[src/rtl/seg7_pkg.sv]
// rtl/seg7_pkg.sv - segment constants, blink phase type and digit-index width helper
package seg7_pkg;

    localparam logic [6:0] SEG_0     = 7'b0111111;
    localparam logic [6:0] SEG_1     = 7'b0000110;
    localparam logic [6:0] SEG_2     = 7'b1011011;
    localparam logic [6:0] SEG_3     = 7'b1001111;
    localparam logic [6:0] SEG_4     = 7'b1100110;
    localparam logic [6:0] SEG_5     = 7'b1101101;
    localparam logic [6:0] SEG_6     = 7'b1111101;
    localparam logic [6:0] SEG_7     = 7'b0000111;
    localparam logic [6:0] SEG_8     = 7'b1111111;
    localparam logic [6:0] SEG_9     = 7'b1100111;
    localparam logic [6:0] SEG_A     = 7'b1110111;
    localparam logic [6:0] SEG_B     = 7'b1111100;
    localparam logic [6:0] SEG_C     = 7'b0111001;
    localparam logic [6:0] SEG_D     = 7'b1011110;
    localparam logic [6:0] SEG_E     = 7'b1111001;
    localparam logic [6:0] SEG_F     = 7'b1110001;
    localparam logic [6:0] SEG_BLANK = 7'b0000000;

    typedef enum logic {
        PHASE_VISIBLE = 1'b0,
        PHASE_HIDDEN  = 1'b1
    } blink_phase_t;

    function automatic int digit_idx_width(input int n);
        return (n < 3) ? 1 : $clog2(n);
    endfunction

endpackage

[src/rtl/seg7_scan_driver_if.sv]
// rtl/seg7_scan_driver_if.sv - data, mode and display-pin bundle of the scan driver
interface seg7_scan_driver_if #(
    parameter int NUM_DIGITS = 4
);
    logic [4*NUM_DIGITS-1:0] value_in;
    logic [NUM_DIGITS-1:0]   dp_in;
    logic                    load;
    logic                    hex_mode;
    logic                    blank_lz;
    logic                    blink_en;
    logic [6:0]              seg;
    logic                    dp;
    logic [NUM_DIGITS-1:0]   an;
    logic                    frame_done;

    modport master (
        output value_in, dp_in, load, hex_mode, blank_lz, blink_en,
        input  seg, dp, an, frame_done
    );

    modport slave (
        input  value_in, dp_in, load, hex_mode, blank_lz, blink_en,
        output seg, dp, an, frame_done
    );
endinterface

[src/rtl/seg7_digit_lut.sv]
// rtl/seg7_digit_lut.sv - nibble to seven-segment pattern, hex or BCD
module seg7_digit_lut
    import seg7_pkg::*;
(
    input  logic [3:0] nibble,
    input  logic       hex_mode,
    output logic [6:0] pattern
);

    always_comb begin
        pattern = SEG_BLANK;
        case (nibble)
            4'h0: pattern = SEG_0;
            4'h1: pattern = SEG_1;
            4'h2: pattern = SEG_2;
            4'h3: pattern = SEG_3;
            4'h4: pattern = SEG_4;
            4'h5: pattern = SEG_5;
            4'h6: pattern = SEG_6;
            4'h7: pattern = SEG_7;
            4'h8: pattern = SEG_8;
            4'h9: pattern = SEG_9;
            4'hA: pattern = hex_mode ? SEG_A : SEG_BLANK;
            4'hB: pattern = hex_mode ? SEG_B : SEG_BLANK;
            4'hC: pattern = hex_mode ? SEG_C : SEG_BLANK;
            4'hD: pattern = hex_mode ? SEG_D : SEG_BLANK;
            4'hE: pattern = hex_mode ? SEG_E : SEG_BLANK;
            4'hF: pattern = hex_mode ? SEG_F : SEG_BLANK;
            default: pattern = SEG_BLANK;
        endcase
    end

endmodule

[src/rtl/seg7_scan_driver.sv]
// rtl/seg7_scan_driver.sv - multiplexed N-digit seven-segment driver with frame-aligned updates and blink
module seg7_scan_driver
    import seg7_pkg::*;
#(
    parameter int NUM_DIGITS   = 4,
    parameter int SCAN_DIV     = 1000,
    parameter int BLINK_FRAMES = 64
) (
    input  logic                clk,
    input  logic                rst,
    seg7_scan_driver_if.slave   bus
);

    localparam int VW    = 4 * NUM_DIGITS;
    localparam int IDX_W = digit_idx_width(NUM_DIGITS);
    localparam int PRE_W = $clog2(SCAN_DIV);
    localparam int BLK_W = (BLINK_FRAMES < 2) ? 1 : $clog2(BLINK_FRAMES);

    localparam logic [PRE_W-1:0] PRE_LAST = PRE_W'(SCAN_DIV - 1);
    localparam logic [IDX_W-1:0] IDX_LAST = IDX_W'(NUM_DIGITS - 1);
    localparam logic [BLK_W-1:0] BLK_LAST = BLK_W'(BLINK_FRAMES - 1);

    logic [PRE_W-1:0]      presc_q,   presc_d;
    logic [IDX_W-1:0]      idx_q,     idx_d;
    logic [VW-1:0]         pend_q,    pend_d;
    logic [NUM_DIGITS-1:0] pend_dp_q, pend_dp_d;
    logic                  pend_v_q,  pend_v_d;
    logic [VW-1:0]         disp_q,    disp_d;
    logic [NUM_DIGITS-1:0] disp_dp_q, disp_dp_d;
    logic [BLK_W-1:0]      blk_cnt_q, blk_cnt_d;
    blink_phase_t          phase_q,   phase_d;
    logic [6:0]            seg_q,     seg_d;
    logic                  dp_q,      dp_d;
    logic [NUM_DIGITS-1:0] an_q,      an_d;

    logic                  scan_tick;
    logic                  frame_end;
    logic                  hidden;
    logic                  lz_blank;
    logic [3:0]            nibs [NUM_DIGITS];
    logic [NUM_DIGITS-1:0] zero_from;
    logic                  zero_run;
    logic [6:0]            lut_pattern;

    assign scan_tick = (presc_q == PRE_LAST);
    assign frame_end = scan_tick && (idx_q == IDX_LAST);
    assign hidden    = bus.blink_en && (phase_q == PHASE_HIDDEN);

    for (genvar g = 0; g < NUM_DIGITS; g++) begin : g_nib
        assign nibs[g] = disp_q[4*g +: 4];
    end

    // zero_from[i]: display digits i and above are all zero
    always_comb begin
        zero_from = '0;
        zero_run  = 1'b1;
        for (int i = NUM_DIGITS - 1; i >= 0; i--) begin
            zero_run     = zero_run && (nibs[i] == 4'h0);
            zero_from[i] = zero_run;
        end
    end

    assign lz_blank = bus.blank_lz && (idx_q != '0) && zero_from[idx_q];

    seg7_digit_lut u_lut (
        .nibble   (nibs[idx_q]),
        .hex_mode (bus.hex_mode),
        .pattern  (lut_pattern)
    );

    always_comb begin
        presc_d   = presc_q + PRE_W'(1);
        idx_d     = idx_q;
        pend_d    = pend_q;
        pend_dp_d = pend_dp_q;
        pend_v_d  = pend_v_q;
        disp_d    = disp_q;
        disp_dp_d = disp_dp_q;
        blk_cnt_d = blk_cnt_q;
        phase_d   = phase_q;

        if (scan_tick) begin
            presc_d = '0;
            idx_d   = (idx_q == IDX_LAST) ? '0 : idx_q + IDX_W'(1);
        end

        // Commit happens before capture so a load on the boundary waits a frame
        if (frame_end && pend_v_q) begin
            disp_d    = pend_q;
            disp_dp_d = pend_dp_q;
            pend_v_d  = 1'b0;
        end
        if (bus.load) begin
            pend_d    = bus.value_in;
            pend_dp_d = bus.dp_in;
            pend_v_d  = 1'b1;
        end

        if (!bus.blink_en) begin
            blk_cnt_d = '0;
            phase_d   = PHASE_VISIBLE;
        end else if (frame_end) begin
            if (blk_cnt_q == BLK_LAST) begin
                blk_cnt_d = '0;
                phase_d   = (phase_q == PHASE_VISIBLE) ? PHASE_HIDDEN : PHASE_VISIBLE;
            end else begin
                blk_cnt_d = blk_cnt_q + BLK_W'(1);
            end
        end
    end

    always_comb begin
        an_d        = '0;
        an_d[idx_q] = 1'b1;
        seg_d       = lz_blank ? SEG_BLANK : lut_pattern;
        dp_d        = disp_dp_q[idx_q];
        if (hidden) begin
            an_d  = '0;
            seg_d = SEG_BLANK;
            dp_d  = 1'b0;
        end
    end

    always_ff @(posedge clk) begin
        if (rst) begin
            presc_q   <= '0;
            idx_q     <= '0;
            pend_q    <= '0;
            pend_dp_q <= '0;
            pend_v_q  <= 1'b0;
            disp_q    <= '0;
            disp_dp_q <= '0;
            blk_cnt_q <= '0;
            phase_q   <= PHASE_VISIBLE;
            seg_q     <= SEG_BLANK;
            dp_q      <= 1'b0;
            an_q      <= '0;
        end else begin
            presc_q   <= presc_d;
            idx_q     <= idx_d;
            pend_q    <= pend_d;
            pend_dp_q <= pend_dp_d;
            pend_v_q  <= pend_v_d;
            disp_q    <= disp_d;
            disp_dp_q <= disp_dp_d;
            blk_cnt_q <= blk_cnt_d;
            phase_q   <= phase_d;
            seg_q     <= seg_d;
            dp_q      <= dp_d;
            an_q      <= an_d;
        end
    end

    assign bus.seg        = seg_q;
    assign bus.dp         = dp_q;
    assign bus.an         = an_q;
    assign bus.frame_done = frame_end;

endmodule

[src/flat_wrapper.sv]
// flat-port wrapper written by rule: the top's interface ports become plain ports
module seg7_scan_driver_flat import seg7_pkg::*;
#(
    parameter int NUM_DIGITS   = 4,
    parameter int SCAN_DIV     = 1000,
    parameter int BLINK_FRAMES = 64
)
  (clk, rst, bus_value_in, bus_dp_in, bus_load, bus_hex_mode, bus_blank_lz, bus_blink_en, bus_seg, bus_dp, bus_an, bus_frame_done);
  seg7_scan_driver_if #(.NUM_DIGITS(NUM_DIGITS)) bus_i ();
  input  logic clk;
  input  logic rst;
  input wire logic [$bits(bus_i.value_in)-1:0] bus_value_in;
  input wire logic [$bits(bus_i.dp_in)-1:0] bus_dp_in;
  input wire logic [$bits(bus_i.load)-1:0] bus_load;
  input wire logic [$bits(bus_i.hex_mode)-1:0] bus_hex_mode;
  input wire logic [$bits(bus_i.blank_lz)-1:0] bus_blank_lz;
  input wire logic [$bits(bus_i.blink_en)-1:0] bus_blink_en;
  output wire logic [$bits(bus_i.seg)-1:0] bus_seg;
  output wire logic [$bits(bus_i.dp)-1:0] bus_dp;
  output wire logic [$bits(bus_i.an)-1:0] bus_an;
  output wire logic [$bits(bus_i.frame_done)-1:0] bus_frame_done;
  assign bus_i.value_in = bus_value_in;
  assign bus_i.dp_in = bus_dp_in;
  assign bus_i.load = bus_load;
  assign bus_i.hex_mode = bus_hex_mode;
  assign bus_i.blank_lz = bus_blank_lz;
  assign bus_i.blink_en = bus_blink_en;
  assign bus_seg = bus_i.seg;
  assign bus_dp = bus_i.dp;
  assign bus_an = bus_i.an;
  assign bus_frame_done = bus_i.frame_done;
  seg7_scan_driver #(.NUM_DIGITS(NUM_DIGITS), .SCAN_DIV(SCAN_DIV), .BLINK_FRAMES(BLINK_FRAMES)) u_core (.clk(clk), .rst(rst), .bus(bus_i));
endmodule
[config.mk]
export PLATFORM = sky130hd
export DESIGN_NAME = seg7_scan_driver_flat
export DESIGN_NICKNAME = d
export VERILOG_FILES = /design/src/rtl/seg7_pkg.sv /design/src/rtl/seg7_scan_driver_if.sv /design/src/rtl/seg7_digit_lut.sv /design/src/rtl/seg7_scan_driver.sv /design/src/flat_wrapper.sv
export SDC_FILE = /design/constraint.sdc
export NUM_CORES = 1
export LEC_CHECK = 0
export ABC_CLOCK_PERIOD_IN_PS = 4200
export CAP_MARGIN = 20
export CORE_AREA = 8 8 81 83
export DETAILED_ROUTE_END_ITERATION = 12
export DIE_AREA = 0 0 89 91
export HOLD_SLACK_MARGIN = 0.15
export PLACE_DENSITY = 0.88
export SETUP_SLACK_MARGIN = 0.2
export SYNTH_ARGS = -nofsm -noshare
export SYNTH_HDL_FRONTEND = slang
export SYNTH_SLANG_ARGS = --single-unit
[constraint.sdc]
create_clock -name clk -period 4.2 [get_ports clk]
set_input_delay 0.84 -clock clk [delete_from_list [all_inputs] [get_ports clk]]
set_output_delay 0.84 -clock clk [all_outputs]
set_load 0.03 [all_outputs]
==> impl_metrics.toml, run 1 <==
[synth]
synth_area_mm2 = 0.002992
ys_ff_latch = 72
syn_avg_cell_area_um2 = 9.038
syn_inst = 331
ys_seq_area_share_pct = 48.18
syn_nets = 363
ys.warnings.count = 0
synth_cell_type_count = 38

[floorplanning]
ios = 39
die_area_mm2 = 0.008099
core_area_mm2 = 0.005338
initial_core_util_pct = 56.05
die_w_um = 89
num_rows = 27
die_y_um = 91

[critical_path]
r2r-end = "u_core.bus.seg[3]"
ff2ff_setup_slack_ns = 1.90
cp-startpoint = "u_core.presc_q[0]"
critPathLaunchType = "register"
worstPathArrival_ns = 2.37
crit_end = "bus_frame_done"
cp_max_fo = 10
setup.worst_path.class = "reg2out"
rr_worst_depth = 5
cp_data_required_time_ns = 3.36
worstSetupEndpointType = "primary output"
regToRegStartpoint = "u_core.idx_q[0]"

[global_route]
grt_max_degree = 48
grt_usage_pct = 15.92
grt_pass1_vias = 2344
grt_overflow = 0
antenna_found_initial = 0
grt_pass1_wl_mm = 10.24

[power]
p_per_area_mw_per_mm2 = 373.5
ir_worst_vdd_uv = 419.9
total_power_mw = 1.344
p_leak_nw = 1.342

[sta]
tns_ns = 0
slew_violations = 0
slew_headroom_pct = 53.71
setup_ws_ns = 0.9874
setup_viol = 0
max_freq_ghz = 0.3113
fin_worst_skew_ns = 0.009911
fin_crit_ns = 3.213
hold_viol = 0
worst_pin_slew_ns = 0.6944
period_share_pct = 76.49
rsz0062_at_grt = "false"

[cts]
clock-root-buffer = "clkbuf_8"
clkSinkCount = 72
cts_tree = "built"
ctsResizeCount = 0
hold_buffers = 0
clk_latency_ns = 0.36
cts_max_level = 3
post_cts_buffers = 0
tritoncts.num_buffers = 9
cts.clk_slew.worst_paths_ns = 0.08
clk_path_buf_depth = 2

[detailed_routing]
drt_iter0_markers = 125
firstDrtPassIters = 4
num_vias = 2338
wl_per_cell_um = 13.09
wl_mm = 5.772
drc = 0
viasPerCell = 5.302
ant_nets = 0

[layout]
antennaDiodeCount = 0
layout-drive-gt1-share_pct = 7.588
nets = 396
areaGrowthSynthToFinish_pct = 20.28
fin_area_mm2 = 0.003598
final_cells = 441

[placement]
dpl.hpwl_mm = 4.096
place_area_mm2 = 0.003396
dp_slack_ns = 1.342
placed_cells = 425
io_buffers = 38
place_congestion = 0.8003

[min_path]
hp-class = "reg2reg"

[run_status]
status = "finished, final reports clean"

[run]
maxCapViolations = 0
[logic make-up after synthesis]
family | share of synthesized area, %
compound gates | 8.950
xor+xnor | 3.806
fa+ha+maj | 2.509
buf+inv | 3.596
flops | 48.18
mux | 12.67
simple gates | 20.28
[cells in the final DEF (no fill, tap or decap), types with 4 or more instances in the layout]
| cell type | Yosys | final |
|---|---|---|
| a21oi_1 | 34 | 34 |
| and2_1 | 6 | 6 |
| clkbuf_8 | 0 | 10 |
| clkdlybuf4s50_1 | 0 | 38 |
| dfxtp_1 | 72 | 72 |
| ha_1 | 6 | 6 |
| inv_1 | 4 | 4 |
| mux2i_1 | 24 | 24 |
| mux4_2 | 4 | 4 |
| nand2_1 | 51 | 51 |
| nand4_1 | 4 | 4 |
| nor2_1 | 52 | 52 |
| o21ai_0 | 6 | 6 |
| xnor2_1 | 6 | 6 |
| xor2_1 | 7 | 7 |
[per-stage QoR]
step | util [%] | hold WS, ns
global route | 67.42 | 0.4754
CTS | 67.42 | 0.4577
finish | 67.42 | 0.4543
global placement | 63.34 | 0.4410
floorplan | - | 0.4263
detailed placement | 63.62 | 0.4467
[area by class of cell]
type,count,area (um^2)
clock buffers,10,137.6
clock inverters,6,65.06
fillers,427,1739
inverters,5,18.77
multi-input cells,236,1443
flip-flops and latches,72,1441
well taps,72,90.09
repair buffers,40,402.9
[power by group]
| group | internal, mW | switching [mW] | leakage [nW] | total (mW) |
|---|---|---|---|---|
| Combinational | 0.0449 | 0.0379 | 0.651 | 0.0828 |
| Clock | 0.292 | 0.259 | 0.103 | 0.551 |
| Sequential | 0.700 | 0.00964 | 0.587 | 0.710 |
[worst min path at each step]
| stage | startpoint | cells past startpoint | end | slack [ns] |
|---|---|---|---|---|
| 3_5_place_dp | u_core.pend_dp_q[3] | 2 | u_core.disp_dp_q[3] | 0.45 |
| 3_3_place_gp | u_core.pend_dp_q[0] | 2 | u_core.disp_dp_q[0] | 0.44 |
| 4_1_cts | u_core.pend_dp_q[3] | 2 | u_core.disp_dp_q[3] | 0.46 |
| 2_1_floorplan | u_core.presc_q[0] | 1 | u_core.presc_q[0] | 0.43 |
| 5_1_grt | u_core.pend_dp_q[1] | 2 | u_core.disp_dp_q[1] | 0.48 |
| 6_report | u_core.pend_dp_q[1] | 2 | u_core.disp_dp_q[1] | 0.45 |
[state kept, by name, indices dropped and copies added, names as in the netlist, 2 cells and up]
name	flops
u_core.disp_q	16
u_core.pend_q	16
u_core.presc_q	10
u_core.bus.seg	7
u_core.blk_cnt_q	6
u_core.bus.an	4
u_core.disp_dp_q	4
u_core.pend_dp_q	4
u_core.idx_q	2
[critical path: stages, from the launching register on]
cell	delay [ns]
dfxtp_1	0.37
ha_1	0.22
nand4b_1	0.12
nor3_2	0.28
nand2_1	0.15
inv_2	0.17
clkdlybuf4s50_1	0.70
[cells in the mapped netlist (all sizes together)]
| master | instances | area [um^2] |
|---|---|---|
| o22a | 1 | 8.760 |
| a21oi | 34 | 170.2 |
| inv | 5 | 18.76 |
| or3 | 2 | 12.51 |
| ha | 6 | 75.07 |
| xnor2 | 6 | 52.55 |
| clkbuf | 8 | 30.03 |
| nor2b | 2 | 12.51 |
| xor2 | 7 | 61.31 |
| nand3 | 3 | 15.01 |
| dfxtp | 72 | 1441 |
| or4 | 1 | 7.510 |
| a211oi | 2 | 15.01 |
| nand2b | 3 | 18.77 |
| nand4 | 4 | 25.02 |
| nand4b | 2 | 17.52 |
| buf | 10 | 58.80 |
| and3 | 4 | 30.03 |
| nor4 | 2 | 12.51 |
| nor3 | 4 | 25.02 |
| o41ai | 1 | 8.760 |
| a2bb2oi | 2 | 17.52 |
| nor2 | 52 | 195.2 |
| mux4 | 5 | 116.4 |
| o22ai | 2 | 12.51 |
| mux2 | 2 | 22.52 |
| or2 | 1 | 6.260 |
| o21ai | 7 | 35.03 |
| nand2 | 51 | 191.4 |
| mux2i | 24 | 240.2 |
| and2 | 6 | 37.54 |
[metal layers]
layer  track usage (%)  vias up  share of wire, %
met5                 0        -                 0
met2             24.86       47                48
met3             6.486        9               5.2
met1             18.27     1092                46
li1                  -     1190                 -
met4             7.767        0               1.4
Power figures use the tool's default switching activity.
==> run 2, diff against run 1 <==
--- a/config.mk
+++ b/config.mk
@@ -5,13 +5,13 @@
 export SDC_FILE = /design/constraint.sdc
 export NUM_CORES = 1
 export LEC_CHECK = 0
-export ABC_CLOCK_PERIOD_IN_PS = 4200
+export ABC_CLOCK_PERIOD_IN_PS = 2580
 export CAP_MARGIN = 20
-export CORE_AREA = 8 8 81 83
+export CORE_AREA = 8 8 88 90
 export DETAILED_ROUTE_END_ITERATION = 12
-export DIE_AREA = 0 0 89 91
+export DIE_AREA = 0 0 96 98
 export HOLD_SLACK_MARGIN = 0.15
-export PLACE_DENSITY = 0.88
+export PLACE_DENSITY = 0.79
 export SETUP_SLACK_MARGIN = 0.2
 export SYNTH_ARGS = -nofsm -noshare
 export SYNTH_HDL_FRONTEND = slang
==> constraint.sdc (replaced) <==
create_clock -name clk -period 2.58 [get_ports clk]
set_input_delay 0.516 -clock clk [delete_from_list [all_inputs] [get_ports clk]]
set_output_delay 0.516 -clock clk [all_outputs]
set_load 0.03 [all_outputs]
==> run 2 against run 1 <==
  * Combinational power up 59%
  * Largest cell class unchanged
  * Sequential power up 63%
  * Sequential share of layout area down 0.14 points
  * Die area up 16%
  * Cell area up 0.35%
  * Critical endpoint unchanged
  * Core utilization down 12 points
  * Clock power up 50%
  * Largest power group unchanged
  * Total power up 57%
  * Non-clock buffer count up 5
==> impl_metrics.toml, run 2 (synthesized netlist as in run 1, its figures left out) <==
[run_status]
status = "finished, final reports clean"

[global_route]
antenna_found_initial = 0
grt_usage_pct = 13.33
grt_overflow = 0
grt_pass1_vias = 2323
grt_max_degree = 43
grt_pass1_wl_mm = 10.09

[sta]
tns_ns = 0
worst_pin_slew_ns = 0.6118
max_freq_ghz = 0.4663
fin_worst_skew_ns = 0.008169
fin_crit_ns = 2.145
slew_headroom_pct = 59.11
slew_violations = 0
setup_ws_ns = 0.4355
rsz0062_at_grt = "false"
setup_viol = 0
whs_ns = 0.4546
hold_viol = 0
period_share_pct = 83.12

[critical_path]
worstSetupEndpointType = "primary output"
cp_max_fo = 4
cp_data_required_time_ns = 2.06
ff2ff_setup_slack_ns = 0.46
rr_worst_depth = 6
r2r-end = "u_core.bus.seg[3]"
setup.worst_path.class = "reg2out"
critPathLaunchType = "register"
regToRegStartpoint = "u_core.idx_q[0]"
worstPathArrival_ns = 1.63

[min_path]
holdPathEnd = "u_core.disp_dp_q[2]"
hp-class = "reg2reg"
holdCritStartpoint = "u_core.disp_dp_q[2]"
min_path_cells = 2

[power]
p_int_mw = 1.655
p_per_area_mw_per_mm2 = 586.3
total_power_mw = 2.117
clkPwrFrac_pct = 39.1
ir_worst_vdd_uv = 304.9
p_sw_share_pct = 21.80
comb_power_share_pct = 6.3
p_leak_nw = 1.359
seqPwrFrac_pct = 54.7
switchingPower_mw = 0.4616

[detailed_routing]
wl_per_cell_um = 12.63
wl_mm = 5.735
ant_nets = 0
drc = 0
num_vias = 2334
viasPerCell = 5.141
firstDrtPassIters = 4
drt_iter0_markers = 70

[layout]
final_cells = 454
layout_commonest_cell = "dfxtp_1"
multi_input_comb_area_mm2 = 0.001443
layout-drive-gt1-share_pct = 8.289
seqCellArea_mm2 = 0.001441
reg_top3 = "u_core.disp_q (16), u_core.pend_q (16), u_core.presc_q (10)"
antennaDiodeCount = 0
n_fill_cell = 607
nets = 401
areaGrowthSynthToFinish_pct = 20.70
final_util_pct = 55.61
fin_area_mm2 = 0.003611
final_cell_mix = "dfxtp_1 (72), nor2_1 (52), nand2_1 (51), clkdlybuf4s50_1 (37), a21oi_1 (34)"

[cts]
hold_buffers = 0
clk_latency_ns = 0.34
clk_path_buf_depth = 2
ctsResizeCount = 1
cts.clk_slew.worst_paths_ns = 0.07
clkSinkCount = 72
tritoncts.num_buffers = 9
post_cts_buffers = 0
clock-root-buffer = "clkbuf_8"
cts_max_level = 3
cts_tree = "built"

[placement]
io_buffers = 38
dpl.hpwl_mm = 4.125
dp_slack_ns = 0.3512
place_area_mm2 = 0.003436
place_congestion = 0.8184
placed_cells = 438

[floorplanning]
core_area_mm2 = 0.006494
initial_core_util_pct = 46.07
die_y_um = 98
num_rows = 30
ios = 39
die_w_um = 96
die_area_mm2 = 0.009408

[run]
maxCapViolations = 0
-- run 2: cell types whose count changed in the layout (fill, tap and decap cells not counted), sizes merged --
cell / before / now
buf: 2 / 7
clkbuf: 10 / 13
clkdlybuf4s50: 38 / 37
clkinv: 2 / 3
clkinvlp: 1 / 0
inv: 7 / 5
-- run 2: cell type report --
type,count,area share (%)
multi-input cells,236,39.95
flip-flops and latches,72,39.92
well taps,80,2.772
inverters,5,0.5198
repair buffers,45,11.85
clock inverters,4,1.247
clock buffers,12,3.742
-- run 2: how the worst max path moves through the flow --
stage	slack, ns	endpoint	from	cells after the start
3_3_place_gp	0.44	bus_frame_done	u_core.presc_q[0]	6
2_1_floorplan	0.74	u_core.blk_cnt_q[5]	u_core.presc_q[0]	8
5_1_grt	0.33	u_core.bus.seg[3]	u_core.idx_q[0]	6
4_1_cts	0.25	bus_frame_done	u_core.presc_q[0]	6
3_5_place_dp	0.35	bus_frame_done	u_core.presc_q[0]	6
6_report	0.44	bus_frame_done	u_core.presc_q[0]	6
-- run 2: power by group through the flow --
| stage | Sequential (mW) | Clock (mW) | Combinational, mW |
|---|---|---|---|
| after floorplan | 1.19 | 0 | 0.0598 |
| after detailed placement | 1.18 | 0 | 0.134 |
| after CTS | 1.16 | 0.846 | 0.134 |
| after global routing | 1.16 | 0.905 | 0.146 |
| after global placement | 1.18 | 0 | 0.132 |
| final | 1.16 | 0.827 | 0.132 |
-- run 2: critical path, cell delays in order (launching register included) --
cell,delay [ns]
dfxtp_1,0.38
ha_1,0.24
nand4b_1,0.13
nor3_2,0.16
nand2_1,0.12
inv_2,0.07
clkbuf_2,0.19
-- run 2: metal layers --
layer | GRT usage, % | share of wire (%) | up-vias
li1 | - | - | 1198
met1 | 15.97 | 47 | 1089
met2 | 20.50 | 47 | 36
met3 | 3.070 | 3.7 | 11
met4 | 8.876 | 2.3 | 0
met5 | 0 | 0 | -
==> run 3, diff against run 2 <==
--- a/config.mk
+++ b/config.mk
@@ -5,13 +5,13 @@
 export SDC_FILE = /design/constraint.sdc
 export NUM_CORES = 1
 export LEC_CHECK = 0
-export ABC_CLOCK_PERIOD_IN_PS = 2580
+export ABC_CLOCK_PERIOD_IN_PS = 2000
 export CAP_MARGIN = 20
-export CORE_AREA = 8 8 88 90
+export CORE_AREA = 8 8 84 86
 export DETAILED_ROUTE_END_ITERATION = 12
-export DIE_AREA = 0 0 96 98
+export DIE_AREA = 0 0 92 94
 export HOLD_SLACK_MARGIN = 0.15
-export PLACE_DENSITY = 0.79
+export PLACE_DENSITY = 0.82
 export SETUP_SLACK_MARGIN = 0.2
 export SYNTH_ARGS = -nofsm -noshare
 export SYNTH_HDL_FRONTEND = slang
==> constraint.sdc (replaced) <==
create_clock -name clk -period 2 [get_ports clk]
set_input_delay 0.4 -clock clk [delete_from_list [all_inputs] [get_ports clk]]
set_output_delay 0.4 -clock clk [all_outputs]
set_load 0.03 [all_outputs]
==> run 3 against run 2 <==
  * Total power increased by 35%
  * Sequential cell count is the same
  * Sequential share of layout area fell by 2.5 points
  * Clock power increased by 41%
  * Count of clock-buffer cells in the layout decreased by 3
  * Critical path depth unchanged
  * Global-route usage increased by 1.8 points
  * Register-to-register slack worse by 0.24 ns
  * Cell area up 7.6%
  * Die area fell by 8.1%
  * Critical path type unchanged
==> impl_metrics.toml, run 3 (synthesized netlist as in run 1, its figures left out) <==
[run_status]
status = "finished, final reports clean"

[floorplanning]
num_rows = 28
ios = 39
die_y_um = 94
die_w_um = 92
core_area_mm2 = 0.005746
initial_core_util_pct = 52.07
die_area_mm2 = 0.008648

[sta]
rsz0062_at_grt = "true"
setup_viol = 0
period_share_pct = 92.44
worst_pin_slew_ns = 0.4313
fin_worst_skew_ns = 0.007071
slew_violations = 0
tns_ns = 0
max_freq_ghz = 0.5409
fin_crit_ns = 1.849
hold_viol = 0
slew_headroom_pct = 71.25

[global_route]
antenna_found_initial = 0
grt_pass1_wl_mm = 10.62
grt_pass1_vias = 2397
grt_usage_pct = 15.17
grt_overflow = 0
grt_max_degree = 45

[layout]
antennaDiodeCount = 0
layout-drive-gt1-share_pct = 16.41
areaGrowthSynthToFinish_pct = 29.90
fin_area_mm2 = 0.003886
layout_commonest_cell = "dfxtp_1"
reg_top3 = "u_core.disp_q (16), u_core.pend_q (16), u_core.presc_q (10)"
nets = 417
final_cell_mix = "dfxtp_1 (65), nand2_1 (50), nor2_1 (50), clkdlybuf4s50_1 (37), a21oi_1 (33)"

[critical_path]
critPathLaunchType = "register"
ff2ff_setup_slack_ns = 0.22
setup.worst_path.class = "reg2out"
cpLargestDelayFamily = "simple AND/OR/NAND/NOR gates"
cp_data_required_time_ns = 1.60
path_cells = "ha_4, nand4b_1, nor3_2, nand2_2, inv_4, buf_6"
worstSetupEndpointType = "primary output"
crit_path_top_delay_cell = "dfxtp_2"
worstPathArrival_ns = 1.45
max_stage_delay_ns = 0.36
cp_max_fo = 2
path_buf_inv = 2

[cts]
clk_path_buf_depth = 2
cts_max_level = 3
cts.clk_slew.worst_paths_ns = 0.08
clock-root-buffer = "clkbuf_8"
clk_latency_ns = 0.35
tritoncts.num_buffers = 9
cts_tree = "built"
clkSinkCount = 72

[placement]
io_buffers = 38
place_area_mm2 = 0.003477
place_congestion = 0.8270
dpl.hpwl_mm = 4.153

[power]
clkPwrFrac_pct = 41.0
switchingPower_mw = 0.6860
ir_worst_vdd_uv = 489.1
p_per_area_mw_per_mm2 = 733.0
p_sw_share_pct = 24.08
seqPwrFrac_pct = 52.4
p_leak_nw = 1.473
comb_power_share_pct = 6.6
p_int_mw = 2.163

[detailed_routing]
firstDrtPassIters = 4
drt_iter0_markers = 134
viasPerCell = 5.400
drc = 0
ant_nets = 0
num_vias = 2511
wl_per_cell_um = 14.18
wl_mm = 6.596

[min_path]
hp-class = "reg2reg"

[run]
maxCapViolations = 0
[run 3: final cells by class]
| cell class | count | area (um^2) |
|---|---|---|
| Clock buffer | 9 | 123.9 |
| Clock inverter | 7 | 81.33 |
| Fill cell | 475 | 1859 |
| Inverter | 5 | 21.27 |
| Multi-Input combinational cell | 238 | 1536 |
| Sequential cell | 72 | 1453 |
| Tap cell | 75 | 93.84 |
| Timing Repair Buffer | 59 | 576.8 |
[run 3: worst min-delay path, stage by stage (launching register included)]
cell     delay [ns]
dfxtp_1        0.32
nand2_1        0.05
a21oi_1        0.05
[run 3: metrics by stage]
stage | setup slack, ns | utilization, % | power, mW | std cells | hold WS [ns]
after floorplan | 0.2019 | - | 1.612 | 331 | 0.4263
after CTS | 0.09801 | 65.31 | 2.860 | 458 | 0.4586
final | 0.1513 | 67.64 | 2.849 | 465 | 0.4562
after detailed placement | 0.06396 | 60.52 | 1.704 | 436 | 0.4450
after global routing | 0.08507 | 67.64 | 2.959 | 465 | 0.4848
after global placement | 0.1723 | 60.52 | 1.698 | 436 | 0.4400
[run 3: worst paths after layout]
kind,start,endpoint,cells after the start
max,u_core.presc_q[0],bus_frame_done,6
min,u_core.pend_q[3],u_core.disp_q[3],2
max reg2reg,u_core.idx_q[0],u_core.bus.seg[6],5
min reg2reg,u_core.pend_q[3],u_core.disp_q[3],2
[run 3: power by group through the flow]
stage / Sequential [mW] / Combinational (mW) / Clock [mW]
2_1_floorplan: 1.54 / 0.0771 / 0
4_1_cts: 1.49 / 0.187 / 1.18
6_report: 1.49 / 0.189 / 1.17
5_1_grt: 1.50 / 0.207 / 1.26
3_5_place_dp: 1.52 / 0.179 / 0
3_3_place_gp: 1.52 / 0.175 / 0
[run 3: routing by layer]
metal / GRT usage [%] / vias up / part of all wire [%]
met2: 23.84 / 61 / 47
met4: 10.47 / 0 / 2.2
met3: 4.396 / 13 / 5.6
li1: - / 1242 / -
met5: 0 / - / 0
met1: 17.57 / 1195 / 45
[run 3: timing repair]
item / 4_1_cts / 5_1_grt
resized for setup: 8 / 12
hold buffers: 0 / 0
buffers inserted: 6 / 5
setup endpoints to repair: 9 / 26
cloned: 0 / 2
pin swaps: 4 / 5
